File: src/rtl/serial_sum_collector.sv
// serial_sum_collector
// Collects two LSB-first operand bit streams from the upstream parallel-to-serial
// shifter. It adds them one bit at a time with a full adder and a carry flop, and
// assembles the WIDTH-bit sum in a shift register. The finished sum and its carry-out
// are offered to the result consumer on a valid/ready handshake.

module serial_sum_collector #(
    parameter int WIDTH = 8
) (
    input  logic             clk_i,
    input  logic             reset_n_i,
    input  logic             start_i,
    input  logic             bit_valid_i,
    input  logic             a_bit_i,
    input  logic             b_bit_i,
    input  logic             sum_ready_i,
    output logic             busy_o,
    output logic             sum_valid_o,
    output logic [WIDTH-1:0] sum_o,
    output logic             carry_o
);

    // The bit counter only has to reach WIDTH-1, so $clog2(WIDTH) bits are enough.
    localparam int             CNT_W    = (WIDTH > 1) ? $clog2(WIDTH) : 1;
    localparam logic [CNT_W-1:0] LAST_CNT = CNT_W'(WIDTH - 1);
    localparam logic [CNT_W-1:0] CNT_ONE  = CNT_W'(1);

    typedef enum logic [1:0] {
        IDLE = 2'd0,
        ADD  = 2'd1,
        HOLD = 2'd2
    } state_t;

    state_t           state;
    logic             carry;
    logic [CNT_W-1:0] cnt;
    logic [WIDTH-1:0] sum_sr;
    logic             carry_out;
    logic             busy_q;
    logic             valid_q;

    logic             fa_sum;
    logic             fa_carry;
    logic             accept_bit;
    logic             last_bit;

    // One-bit full adder on the current operand bits and the running carry.
    // It also decodes whether this cycle consumes a bit, and whether that bit is the MSB.
    always_comb begin
        fa_sum     = a_bit_i ^ b_bit_i ^ carry;
        fa_carry   = (a_bit_i & b_bit_i) | (a_bit_i & carry) | (b_bit_i & carry);
        accept_bit = (state == ADD) && bit_valid_i;
        last_bit   = accept_bit && (cnt == LAST_CNT);
    end

    // Control FSM and datapath registers.
    // The busy and valid flags are loaded with the decode of the next state. They
    // therefore always equal the current state decode and come straight off flops.
    always_ff @(posedge clk_i or negedge reset_n_i) begin
        if (!reset_n_i) begin
            state     <= IDLE;
            carry     <= 1'b0;
            cnt       <= '0;
            sum_sr    <= '0;
            carry_out <= 1'b0;
            busy_q    <= 1'b0;
            valid_q   <= 1'b0;
        end else begin
            case (state)
                IDLE: begin
                    if (start_i) begin
                        state     <= ADD;
                        busy_q    <= 1'b1;
                        valid_q   <= 1'b0;
                        carry     <= 1'b0;
                        cnt       <= '0;
                        sum_sr    <= '0;
                        carry_out <= 1'b0;
                    end
                end

                ADD: begin
                    if (accept_bit) begin
                        sum_sr <= {fa_sum, sum_sr[WIDTH-1:1]};
                        carry  <= fa_carry;
                        if (last_bit) begin
                            state     <= HOLD;
                            busy_q    <= 1'b0;
                            valid_q   <= 1'b1;
                            carry_out <= fa_carry;
                            cnt       <= '0;
                        end else begin
                            cnt <= cnt + CNT_ONE;
                        end
                    end
                end

                HOLD: begin
                    if (sum_ready_i) begin
                        valid_q <= 1'b0;
                        if (start_i) begin
                            state     <= ADD;
                            busy_q    <= 1'b1;
                            carry     <= 1'b0;
                            cnt       <= '0;
                            sum_sr    <= '0;
                            carry_out <= 1'b0;
                        end else begin
                            state  <= IDLE;
                            busy_q <= 1'b0;
                        end
                    end
                end

                default: begin
                    state   <= IDLE;
                    busy_q  <= 1'b0;
                    valid_q <= 1'b0;
                end
            endcase
        end
    end

    // Outputs are driven directly from registers.
    // sum_o keeps the last result through IDLE until the next start clears it.
    always_comb begin
        busy_o      = busy_q;
        sum_valid_o = valid_q;
        sum_o       = sum_sr;
        carry_o     = carry_out;
    end

endmodule
File: config.mk
export PLATFORM = sky130hd
export DESIGN_NAME = serial_sum_collector
export DESIGN_NICKNAME = d
export VERILOG_FILES = /design/src/rtl/serial_sum_collector.sv
export SDC_FILE = /design/constraint.sdc
export NUM_CORES = 1
export LEC_CHECK = 0
export BUFFER_PORTS_ARGS = -buffer_cell sky130_fd_sc_hd__clkbuf_2
export CAP_MARGIN = 15
export CORE_UTILIZATION = 54
export CTS_CLUSTER_SIZE = 24
export DETAILED_ROUTE_END_ITERATION = 10
export GPL_TIMING_DRIVEN = 0
export PLACE_DENSITY = 0.85
export REMOVE_ABC_BUFFERS = 1
export SETUP_SLACK_MARGIN = 0.4
export SLEW_MARGIN = 20
export SYNTH_ARGS = -nofsm -noshare
export SYNTH_HDL_FRONTEND = slang
export SYNTH_SLANG_ARGS = --single-unit
File: constraint.sdc
create_clock -name clk_i -period 3.64 [get_ports clk_i]
set_input_delay 0.182 -clock clk_i [delete_from_list [all_inputs] [get_ports clk_i]]
set_output_delay 0.182 -clock clk_i [all_outputs]
set_load 0.02 [all_outputs]
# After elaboration in Yosys (flattened, before gate mapping)

Cells that the tools add are included.

Reductions and logical operators: 7
Bitwise logic cells: 7
Add/subtract/negate cells: 1
Div/mod/pow operators: 0
Equal/unequal tests: 7
Mux-type cells: 35
Shift operators: 0
$lt $le $gt $ge: 0
Multipliers: 0

Operators by type and width:

| kind                                                 | number |
|---|---|
| 2-to-1 mux 8 bit                                     | 3 |
| one-hot mux 8 bit (3 select lines)                   | 1 |
| 2-to-1 mux 1 bit                                     | 17 |
| 2-to-1 mux 3 bit                                     | 4 |
| one-hot mux 1 bit (3 select lines)                   | 4 |
| one-hot mux 3 bit (3 select lines)                   | 1 |
| 2-to-1 mux 2 bit                                     | 4 |
| != test 2 bit (second input constant)                | 4 |
| AND reduction 4 bit                                  | 2 |
| one-hot mux 2 bit (3 select lines)                   | 1 |
| adder 3 x 1 -> 3 bit (second input constant)         | 1 |
| bitwise AND 1 bit                                    | 3 |
| equality test 3 bit (second input constant)          | 1 |
| AND reduction 3 bit                                  | 1 |
| nonzero test 3 bit                                   | 1 |
| equality test 2 x 1 -> 1 bit (second input constant) | 1 |
| equality test 2 bit (second input constant)          | 1 |
| logical AND 1 bit                                    | 2 |
| logical NOT 2 bit                                    | 1 |
| OR 1 bit                                             | 2 |
| bitwise XOR 1 bit                                    | 2 |

Output and inout port bits: 11
Register bits: 17
Memory bits (read-only): 0
Memories kept: 0
Memory bits (writable): 0
Latch bits: 0

# Longest topological paths before layout

Gate-level depths: netlist (run 1).

Word-level depth: 6
Gate-level depth with buffers: 5
Gate-level depth less buffers: 5

# Worst setup path before layout (run 1)

Ideal clock, no wire load.

Kind: flip-flop to flip-flop
Start: register cnt[0]
End: register cnt[0]
Period minus slack after synthesis: 1.413 ns
Required time: 3.561 ns
Data arrival time: 1.334 ns
Slack: 2.227 ns
Setup time: 0.079 ns
Cell stages (with the launch flop): 6
Cell sequence: dfrtp_1 > ha_1 > ha_1 > and2_1 > or3_1 > mux2i_1

Cells in the longest elaborated chain, start to end: 5

Ends and longest elaborated chain:

| item                                                         | line | text |
|---|---|---|
| from (decl)                                                  | 36   | `logic [CNT_W-1:0] cnt;` |
| from (signal assigned)                                       | 93   | `cnt <= cnt + CNT_ONE;` |
| branches (longest 4 deep; another with adder 3 x 1 -> 3 bit) | -    |  |
| one-hot mux 3 bit (3 select lines) *                         | 69   | `case (state)` |

Every way passes the cells marked *. The select of a mux whose other input is x is not followed.
A chain may end at the register's enable or synchronous reset.

# Final worst setup path (run 1)

Start: register state[0]
End: register sum_sr[2], in the netlist sum_o[2]

Cells in the longest elaborated chain, start to end: 4

Ends and longest elaborated chain:

| item                                 | line   | text |
|---|---|---|
| from (decl)                          | 34     | `state_t state;` |
| from (signal assigned)               | 61     | `state <= IDLE;` |
| from (signal assigned)               | 72     | `state <= ADD;` |
| from (signal assigned)               | 87     | `state <= HOLD;` |
| equality test 2 x 1 -> 1 bit         | 52, 69 |  |
| logical AND 1 bit                    | 52     | `accept_bit = (state == ADD) && bit_valid_i;` |
| != test 2 bit (no source line)       | -      |  |
| AND reduction 3 bit (no source line) | -      |  |
| to (signal assigned)                 | 84     | `sum_sr <= {fa_sum, sum_sr[WIDTH-1:1]};` |
| to (decl)                            | 37     | `logic [WIDTH-1:0] sum_sr;` |

Several ways; a longest one is shown, not always the timed one.

==> results of run 1 <==
## power groups by stage
stage | clock (mW) | sequential, mW | combinational, mW
6_report | 0.0987 | 0.352 | 0.376
4_1_cts | 0.103 | 0.353 | 0.381
5_1_grt | 0.109 | 0.368 | 0.424
3_3_place_gp | 0 | 0.353 | 0.361
3_5_place_dp | 0 | 0.357 | 0.379
2_1_floorplan | 0 | 0.411 | 0.207
## registers in the layout (all words and copies together) (netlist names)
register / cells
carry: 1
sum_valid_o: 1
cnt: 3
state: 2
carry_o: 1
sum_o: 8
busy_o: 1
## layout by cell type, fill, tap and decap left out, types with 2 or more instances in the layout
cell type,count
o21ai_0,4
ha_1,2
a31oi_1,2
nand2_1,23
clkbuf_2,17
clkbuf_4,3
mux2i_1,13
nor2_1,5
dfrtp_1,17
inv_1,3
## metrics by stage
stage / cell area, um^2 / setup WS (ps) / utilization, % / hold slack (ps) / power (mW)
after floorplan: 843 / 2160 / - / -114 / 0.619
after global placement: 948 / 1910 / 63.0 / 132 / 0.715
after detailed placement: 948 / 1870 / 63.0 / 133 / 0.736
after CTS: 986 / 1850 / 65.4 / 186 / 0.836
after global routing: 986 / 1660 / 65.4 / 220 / 0.901
final: 986 / 1860 / 65.4 / 196 / 0.827
## repair_timing
item | in CTS | in global routing
resized for setup | 0 | 0
endpoints found under the hold margin | 17 | 0
hold buffers | 1 | 0
## logic make-up (layout without fill, tap and decap cells)
logic type	count (synthesis)	in the layout	share of synthesized area [%]
AND/OR/NAND/NOR	35	35	17.2
flip-flops	17	17	48.4
multiplexers	14	14	16.1
AO/OA/AOI/OAI	11	11	7.82
buffers and inverters	8	25	5.40
adder cells (fa/ha/maj)	3	3	5.12
## routing by layer
layer	GRT usage (%)	vias up
li1	-	332
met1	27.1	311
met2	31.1	19
met3	3.02	0
met4	4.38	0
met5	0	-
## worst max path at each step
stage,endpoint,slack [ps],depth (start not counted)
2_1_floorplan,cnt[2]$_DFFE_PN0P_,2160,3
3_3_place_gp,cnt[2]$_DFFE_PN0P_,1910,3
3_5_place_dp,sum_o[2]$_DFFE_PN0P_,1870,3
4_1_cts,sum_o[2]$_DFFE_PN0P_,1850,3
5_1_grt,carry$_DFFE_PN0P_,1660,3
6_report,sum_o[2]$_DFFE_PN0P_,1860,3
## cell type report
type	count	share of cell area, %
Clock buffer	3	2.28
Clock inverter	1	0.508
Tap cell	16	2.03
Sequential cell	17	43.1
Inverter	3	1.14
Multi-Input combinational cell	63	41.2
Timing Repair Buffer	18	9.64
## worst max-delay path: cells and delay by family (launching register included)
family | cells | cell delay, ps
flip-flops | 1 | 680
AND/OR/NAND/NOR | 1 | 590
multiplexers | 2 | 440
==> summary.md, run 1 <==
| Metric | Value |
|---|---|
| H-tree levels | 1 |
| Switching Fraction | 42.5% |
| Clock slew at reported path FFs | 100 ps |
| Post-synth EDFFs | 0 |
| Post-route DRC | 0 |
| Ranking of synthesized cells by area | dfrtp_1, mux2i_1, nand2_1 |
| Count leader, synth | nand2_1 |
| Initial Util | 58.4% |
| Wire length on met3 | 73 um |
| DR vias | 662 |
| Main synth FF type | dfrtp_1 |
| Fillers | 126 |
| P&R area growth vs syn | 12.1% |
| Req. time, crit path | 3850 ps |
| Max-cap violations | 0 |
| Flop and latch count out of synthesis | 17 |
| Crit path from | state[0]$_DFFE_PN0P_ |
| Final Hold Vio Count | 0 |
| Synth top cells by count | nand2_1, dfrtp_1, mux2i_1 |
| Unrepaired setup endpoints after global routing | no |
| Starting DRC count in detailed routing | 15 |
| Most frequent CP cell | mux2i_1 |
| Port buffer count | 17 |
| Asr flop ratio synth | 100% |
| Core footprint | 0.00151 mm^2 |
| Top Layer Used | met3 |
| Worst-path cell chain | mux2i_1 > nor2_2 > mux2i_1 |
| Largest area contributor in the netlist | dfrtp_1 |
| Worst-case hold path end point | cnt[2]$_DFFE_PN0P_ |
| Worst reg-to-reg setup slack | 1860 ps |
| Final slew viol count | 0 |
| Worst-skew pair later-pin latency | 280 ps |
| Max Clock Freq | 0.560 GHz |
| Switching pwr | 351 uW |
| Worst Tran Pin Value | 732 ps |
| Routed wire per std cell | 12.2 um |
| Fin cells | 121 |
| Pwr per Cell Area | 838 mW/mm^2 |
| Max VDD drop | 0.426 mV |
| Outcome | finished clean |
| Overflow after GRT | 0 |
| Root Buffer Master | clkbuf_4 |
| Yosys cell types | 25 |
| Reg area | 425 um^2 |
| Worst Hold Launch | bit_valid_i |
| Worst setup EP type | flop |
| YS warnings | 0 |
| Clk pwr share | 11.9% |
| Post-DP HPWL | 1090 um |
| Max_slew headroom | 51.2% |
| Ports | 18 |
| Initial antenna violation count | 0 |
| First-pass GRT wire length | 2620 um |
| Vias in the first global route | 657 |
| Maximum buffer depth of the clock tree | 2 |
| Critical setup path kind | reg2reg |
| TNS Setup | 0 ps |
| Max Fanout on Critical Path | 18 |
| ANT cells | 0 |
| Hold path depth | 3 |
| Wl on met1 | 712 um |
| Crit path DAT | 2000 ps |
| Met2 WL post-DR | 696 um |
| Total Die Area | 0.00179 mm^2 |
| CP max-delay cell | dfrtp_1 |
| Lkg Pwr | 0.525 nW |
| R2R Path Start | state[0]$_DFFE_PN0P_ |
| Sequential share of power | 42.6% |
| Routed wire length | 1480 um |
| Max incr delay on CP | 680 ps |
| Multi-input gate area | 407 um^2 |
| Crit path launch type | flop |
| CTS tree | yes |
| Post-route minimum period | 1780 ps |
| Post-synth top area share | 48.4% |
| Setup bufs post-CTS | 0 |
| Largest net degree at the start of global routing | 19 |
| Synthesized instance count | 88 |
| Clock sink count | 17 |
| P_int | 475 uW |
| FF-to-FF End | sum_o[2]$_DFFE_PN0P_ |
| Die Ht | 42.4 um |
| Final worst-path cycle share | 49.0% |
| Sequential share of the synthesized area | 48.4% |
| Placed cells | 116 |
| RD Place Congestion | 0.754 |
| Total CTS buffers | 3 |
| Mapped Area | 880 um^2 |
| Vias per std cell | 5.47 |
| Avg Synthesized Cell Area | 10.0 um^2 |
| Combinational Power Share | 45.5% |
| Die width | 42.4 um |
| Nets@finish | 116 |
| 1st-pass router iterations | 4 |
| Overall global routing resource usage | 19.1% |
| Post-route ant nets | 0 |
| Layout cell share with drive strength beyond 1 | 21.9% |
| Clock Skew | 4.43 ps |
| R2r worst-path depth | 3 |
| Hold crit path type | in2reg |
| Final setup viols | 0 |
| Num rows | 14 |
No activity file was read; power rests on OpenSTA's default activity.
==> run 2: changes to the inputs <==
- CORE_UTILIZATION: 54 -> 52
- PLACE_DENSITY: 0.85 -> 0.82
- clock period: 3.64 -> 1.7 ns (I/O delays scaled with it)
==> summary.md, run 2 (same netlist as run 1, synthesis figures left out) <==
| Metric | Value |
|---|---|
| Outcome | finished clean (unchanged) |
| Overall global routing resource usage | 22.1% (was 19.1%) |
| Vias per std cell | 5.79 (was 5.47) |
| Initial antenna violation count | 0 (unchanged) |
| R2r worst-path depth | 5 (was 3) |
| Post-route ant nets | 0 (unchanged) |
| Placed cells | 116 (unchanged) |
| Worst-skew pair later-pin latency | 280 ps (about the same) |
| RD Place Congestion | 0.762 (was 0.754) |
| Lkg Pwr | 0.570 nW (was 0.525 nW) |
| Most common cell after layout, fill and taps aside | nand2_1 (unchanged) |
| Routed wire length | 1850 um (was 1480 um) |
| Maximum buffer depth of the clock tree | 2 (unchanged) |
| Worst-case hold path end point | cnt[2]$_DFFE_PN0P_ (unchanged) |
| Largest net degree at the start of global routing | 18 (was 19) |
| R2R Path Start | cnt[1]$_DFFE_PN0P_ (was state[0]$_DFFE_PN0P_) |
| Hold path depth | 3 (unchanged) |
| Pwr per Cell Area | 1790 mW/mm^2 (was 838 mW/mm^2) |
| Max Fanout on Critical Path | 4 (was 18) |
| CTS tree | yes (unchanged) |
| Max reg flops | 8 (unchanged) |
| Worst reg-to-reg setup slack | 270 ps (was 1860 ps) |
| Worst Tran Pin Value | 415 ps (was 732 ps) |
| Total Die Area | 0.00186 mm^2 (was 0.00179 mm^2) |
| Initial Util | 57.1% (was 58.4%) |
| Worst setup EP type | flop (unchanged) |
| Most frequent cells in the layout | nand2_1, clkbuf_2, dfrtp_1 (was nand2_1, dfrtp_1, clkbuf_2) |
| Vias in the first global route | 685 (was 657) |
| Clock Skew | 0.308 ps (was 4.43 ps) |
| Final Hold Vio Count | 0 (unchanged) |
| Power Total | 1.98 mW (was 827 uW) |
| Routed wire per std cell | 14.4 um (was 12.2 um) |
| Max VDD drop | 0.969 mV (was 0.426 mV) |
| Clock slew at reported path FFs | 90 ps (was 100 ps) |
| Nets@finish | 124 (was 116) |
| Max_slew headroom | 72.3% (was 51.2%) |
| Worst-path cell chain | ha_2 > ha_4 > and2_4 > or3_1 > mux2i_1 (was mux2i_1 > nor2_2 > mux2i_1) |
| Crit path launch type | flop (unchanged) |
| Clock sink count | 17 (unchanged) |
| Final worst-path cycle share | 84.0% (was 49.0%) |
| TNS Setup | 0 ps (unchanged) |
| Hold crit path type | in2reg (unchanged) |
| Starting DRC count in detailed routing | 12 (was 15) |
| Final setup viols | 0 (unchanged) |
| Overflow after GRT | 0 (unchanged) |
| Core footprint | 0.00154 mm^2 (was 0.00151 mm^2) |
| FF-to-FF End | cnt[0]$_DFFE_PN0P_ (was sum_o[2]$_DFFE_PN0P_) |
| Post-route minimum period | 1430 ps (was 1780 ps) |
| Req. time, crit path | 1910 ps (was 3850 ps) |
| 1st-pass router iterations | 4 (unchanged) |
| DR vias | 747 (was 662) |
| Crit path max-delay family | simple AND/OR/NAND/NOR gates (was flip-flops) |
| Max-cap violations | 0 (unchanged) |
| Unrepaired setup endpoints after global routing | yes (was no) |
| Worst Hold Launch | bit_valid_i (unchanged) |
| Port buffer count | 17 (unchanged) |
| H-tree levels | 1 (unchanged) |
| CP max-delay cell | dfrtp_1 (unchanged) |
| First-pass GRT wire length | 3020 um (was 2620 um) |
| Max Clock Freq | 0.700 GHz (was 0.560 GHz) |
| Num rows | 14 (unchanged) |
| Die Ht | 43.1 um (was 42.4 um) |
| Final core utilization | 71.5% (was 65.4%) |
| Fin cells | 129 (was 121) |
| Ports | 18 (unchanged) |
| Max incr delay on CP | 400 ps (was 680 ps) |
| Final slew viol count | 0 (unchanged) |
| P&R area growth vs syn | 25.3% (was 12.1%) |
| Total CTS buffers | 3 (unchanged) |
| ANT cells | 0 (unchanged) |
| Post-route DRC | 0 (unchanged) |
| Crit path DAT | 1640 ps (was 2000 ps) |
| Layout cell share with drive strength beyond 1 | 31.9% (was 21.9%) |
| Critical setup path kind | reg2reg (unchanged) |
| CP bufs+invs | 0 (unchanged) |
| Post-DP HPWL | 1140 um (was 1090 um) |
| Root Buffer Master | clkbuf_4 (unchanged) |
| Die width | 43.1 um (was 42.4 um) |
[run 2: cell count changes in the layout (fill, tap and decap cells not counted), sizes merged]
cell,previous run,this run
buf,0,8
clkbuf,20,21
clkinv,1,0
[run 2: power breakdown]
group / total (mW) / switching [mW] / internal [mW] / leakage, nW
Clock: 0.211 / 0.120 / 0.0910 / 0.0150
Combinational: 1.03 / 0.549 / 0.480 / 0.349
Sequential: 0.738 / 0.149 / 0.589 / 0.206
Total: 1.98 / 0.818 / 1.16 / 0.570
[run 2: worst max path at each step]
| stage | from | end | depth (start not counted) |
|---|---|---|---|
| 2_1_floorplan | state[0]$_DFFE_PN0P_ | cnt[2]$_DFFE_PN0P_ | 3 |
| 3_3_place_gp | state[0]$_DFFE_PN0P_ | cnt[2]$_DFFE_PN0P_ | 3 |
| 3_5_place_dp | state[0]$_DFFE_PN0P_ | sum_o[6]$_DFFE_PN0P_ | 3 |
| 4_1_cts | cnt[1]$_DFFE_PN0P_ | cnt[0]$_DFFE_PN0P_ | 5 |
| 5_1_grt | cnt[1]$_DFFE_PN0P_ | cnt[0]$_DFFE_PN0P_ | 5 |
| 6_report | cnt[1]$_DFFE_PN0P_ | cnt[0]$_DFFE_PN0P_ | 5 |
[run 2: layer usage]
metal  up-vias  share of wire [%]  track usage [%]
met1       359                 44             28.1
met5         -                  0                0
met3         4                5.8             3.83
met2        36                 49             37.3
li1        348                  -                -
met4         0                1.8             8.48
[run 2: metrics by stage]
stage               setup WS [ps]  hold slack [ps]  cell area [um^2]
floorplan                     223             -211               843
global placement            -68.6             34.3               948
detailed placement           -156             38.6               948
CTS                           296              100              1090
global route                  209              130              1100
finish                        272              126              1100
[run 2: tightest hold or removal path, stage by stage]
cell and delay, ps:
clkbuf_2 130, nand4_1 90, o21ai_0 70
[run 2: area by class of cell]
| cell class | count | area [um^2] |
|---|---|---|
| Tap cell | 16 | 20.0 |
| Inverter | 3 | 11.3 |
| Timing Repair Buffer | 26 | 180 |
| Multi-Input combinational cell | 63 | 438 |
| Fill cell | 123 | 439 |
| Sequential cell | 17 | 427 |
| Clock buffer | 4 | 26.3 |
[run 2: timing repair]
item | CTS | global route
cloned | 0 | 0
endpoints found under the hold margin | 17 | 0
hold buffers | 1 | 0
setup endpoints to repair | 16 | 4
resized for setup | 6 | 4
setup buffers | 7 | 1
pin swaps | 4 | 0
==> run 3: changes to the inputs <==
- clock period: 1.7 -> 1.45 ns (I/O delays scaled with it)
==> summary.md, run 3 (same netlist as run 1, synthesis figures left out) <==
| Metric | Value |
|---|---|
| Slack of the critical path | 23.6 ps (was 272 ps) |
| Post-route DRC | 0 (unchanged) |
| H-tree levels | 1 (unchanged) |
| Vias per std cell | 5.87 (was 5.79) |
| Clock Skew | 1.53 ps (was 0.308 ps) |
| ANT cells | 0 (unchanged) |
| Max incr delay on CP | 410 ps (was 400 ps) |
| Max Clock Freq | 0.701 GHz (was 0.700 GHz) |
| Largest net degree at the start of global routing | 18 (unchanged) |
| Lkg Pwr | 0.634 nW (was 0.570 nW) |
| P&R area growth vs syn | 43.1% (was 25.3%) |
| Most common cell after layout, fill and taps aside | clkbuf_2 (was nand2_1) |
| Worst Tran Pin Value | 431 ps (was 415 ps) |
| Overall global routing resource usage | 28.9% (was 22.1%) |
| CP bufs+invs | 0 (unchanged) |
| Initial antenna violation count | 0 (unchanged) |
| Met3 capacity usage during global routing | 8.94% (was 3.83%) |
| Post-DP HPWL | 1140 um (unchanged) |
| Clock slew at reported path FFs | 100 ps (was 90 ps) |
| First-pass GRT wire length | 3800 um (was 3020 um) |
| Worst slack at placement | -406 ps (was -156 ps) |
| Vias in the first global route | 826 (was 685) |
| Crit path launch type | flop (unchanged) |
| Final setup viols | 0 (unchanged) |
| Critical setup path kind | reg2reg (unchanged) |
| Worst-skew pair later-pin latency | 300 ps (was 280 ps) |
| Post-route ant nets | 0 (unchanged) |
| Total CTS buffers | 3 (unchanged) |
| Req. time, crit path | 1680 ps (was 1910 ps) |
| Fin cells | 138 (was 129) |
| GR peak layer | met2 (unchanged) |
| Core footprint | 0.00154 mm^2 (unchanged) |
| Num rows | 14 (unchanged) |
| Met2 global-route usage | 46.0% (was 37.3%) |
| Clock sink count | 17 (unchanged) |
| Maximum buffer depth of the clock tree | 2 (unchanged) |
| Max VDD drop | 1.34 mV (was 0.969 mV) |
| Max_slew headroom | 71.2% (was 72.3%) |
| Worst-path cell chain | ha_2 > ha_4 > and2_4 > or3_1 > mux2i_1 (unchanged) |
| Routed wire per std cell | 17.2 um (was 14.4 um) |
| Die Ht | 43.1 um (unchanged) |
| Routed wire length | 2370 um (was 1850 um) |
| Hold crit path type | in2reg (unchanged) |
| Outcome | finished clean (unchanged) |
| CTS tree | yes (unchanged) |
| Met1 GRT Util | 33.7% (was 28.1%) |
| Max reg flops | 8 (unchanged) |
| Final slew viol count | 0 (unchanged) |
| Nets@finish | 133 (was 124) |
| Final worst-path cycle share | 98.4% (was 84.0%) |
| CP max-delay cell | dfrtp_1 (unchanged) |
| Post-route minimum period | 1430 ps (about the same) |
| 1st-pass router iterations | 4 (unchanged) |
| Starting DRC count in detailed routing | 19 (was 12) |
| Pwr per Cell Area | 2140 mW/mm^2 (was 1790 mW/mm^2) |
| Die width | 43.1 um (unchanged) |
| Ports | 18 (unchanged) |
| Placed cells | 116 (unchanged) |
| Worst setup EP type | flop (unchanged) |
| Root Buffer Master | clkbuf_4 (unchanged) |
| Port buffer count | 17 (unchanged) |
| Max Fanout on Critical Path | 4 (unchanged) |
| Layout cell share with drive strength beyond 1 | 48.4% (was 31.9%) |
| Most frequent cells in the layout | clkbuf_2, dfrtp_1, nand2_1, mux2i_1, nand2_2 (was nand2_1, clkbuf_2, dfrtp_1) |
| Crit path DAT | 1660 ps (was 1640 ps) |
| Initial Util | 57.1% (unchanged) |
| Overflow after GRT | 0 (unchanged) |
| Max-cap violations | 0 (unchanged) |
| Unrepaired setup endpoints after global routing | yes (unchanged) |
| Total Die Area | 0.00186 mm^2 (unchanged) |
| Crit path max-delay family | simple AND/OR/NAND/NOR gates (unchanged) |
| RD Place Congestion | 0.762 (unchanged) |
| Final Hold Vio Count | 0 (unchanged) |
| Post-route cell area | 0.00126 mm^2 (was 0.00110 mm^2) |
| Post-placement cell area | 948 um^2 (unchanged) |
| DR vias | 810 (was 747) |
[run 3: layout make-up]
type                    instances  area (um^2)
multi-input cells              63          479
flip-flops and latches         17          427
repair buffers                 35          295
fillers                        94          283
clock buffers                   4         26.3
well taps                      16         20.0
inverters                       3         11.3
[run 3: routing by layer]
metal / up-vias / wire (um) / share of wire, %
met2: 51 / 1220 / 51
met4: 0 / 64 / 2.7
met5: - / 0 / 0
met3: 7 / 150 / 6.3
met1: 386 / 939 / 40
li1: 366 / - / -
[run 3: path summary, 6_finish.rpt]
check / endpoint / cells after the start / start / slack, ps
max: cnt[0]$_DFFE_PN0P_ / 5 / cnt[1]$_DFFE_PN0P_ / 20
min: cnt[2]$_DFFE_PN0P_ / 3 / bit_valid_i / 140
max reg2reg: cnt[0]$_DFFE_PN0P_ / 5 / cnt[1]$_DFFE_PN0P_ / 20
min reg2reg: sum_o[5]$_DFFE_PN0P_ / 2 / sum_o[5]$_DFFE_PN0P_ / 550
max in group asynchronous: state[0]$_DFFE_PN0P_ / 2 / reset_n_i / 900
min in group asynchronous: sum_o[3]$_DFFE_PN0P_ / 2 / reset_n_i / 230
[run 3: power breakdown]
group          internal [mW]  switching [mW]  total (mW)  leakage (nW)
sequential             0.690           0.207       0.897         0.206
clock                  0.107           0.164       0.271        0.0150
combinational          0.769           0.751        1.52         0.413
total                   1.57            1.12        2.69         0.634
[run 3: tightest hold or removal path, delay by kind of cell]
| family | cells | cell delay, ps |
|---|---|---|
| AND/OR/NAND/NOR | 1 | 150 |
| buffers and inverters | 1 | 140 |
| AO/OA/AOI/OAI | 1 | 60 |
[run 3: per-stage QoR]
stage / total power, mW / hold WS (ps) / util, % / setup TNS [ps]
3_3_place_gp: 1.80 / 21.8 / 61.5 / -3500
2_1_floorplan: 1.55 / -223 / - / -273
4_1_cts: 2.51 / 100 / 78.2 / 0
3_5_place_dp: 1.85 / 26.1 / 61.5 / -4340
5_1_grt: 2.85 / 147 / 81.7 / -22.4
6_report: 2.69 / 145 / 81.7 / 0
[run 3: what timing repair did]
item	in CTS	in global routing
setup buffers	13	2
gates cloned	2	0
endpoints found under the hold margin	17	0
endpoints found under the setup margin	17	17
pin swaps	8	5
gates resized for setup	20	13
hold buffers	1	0
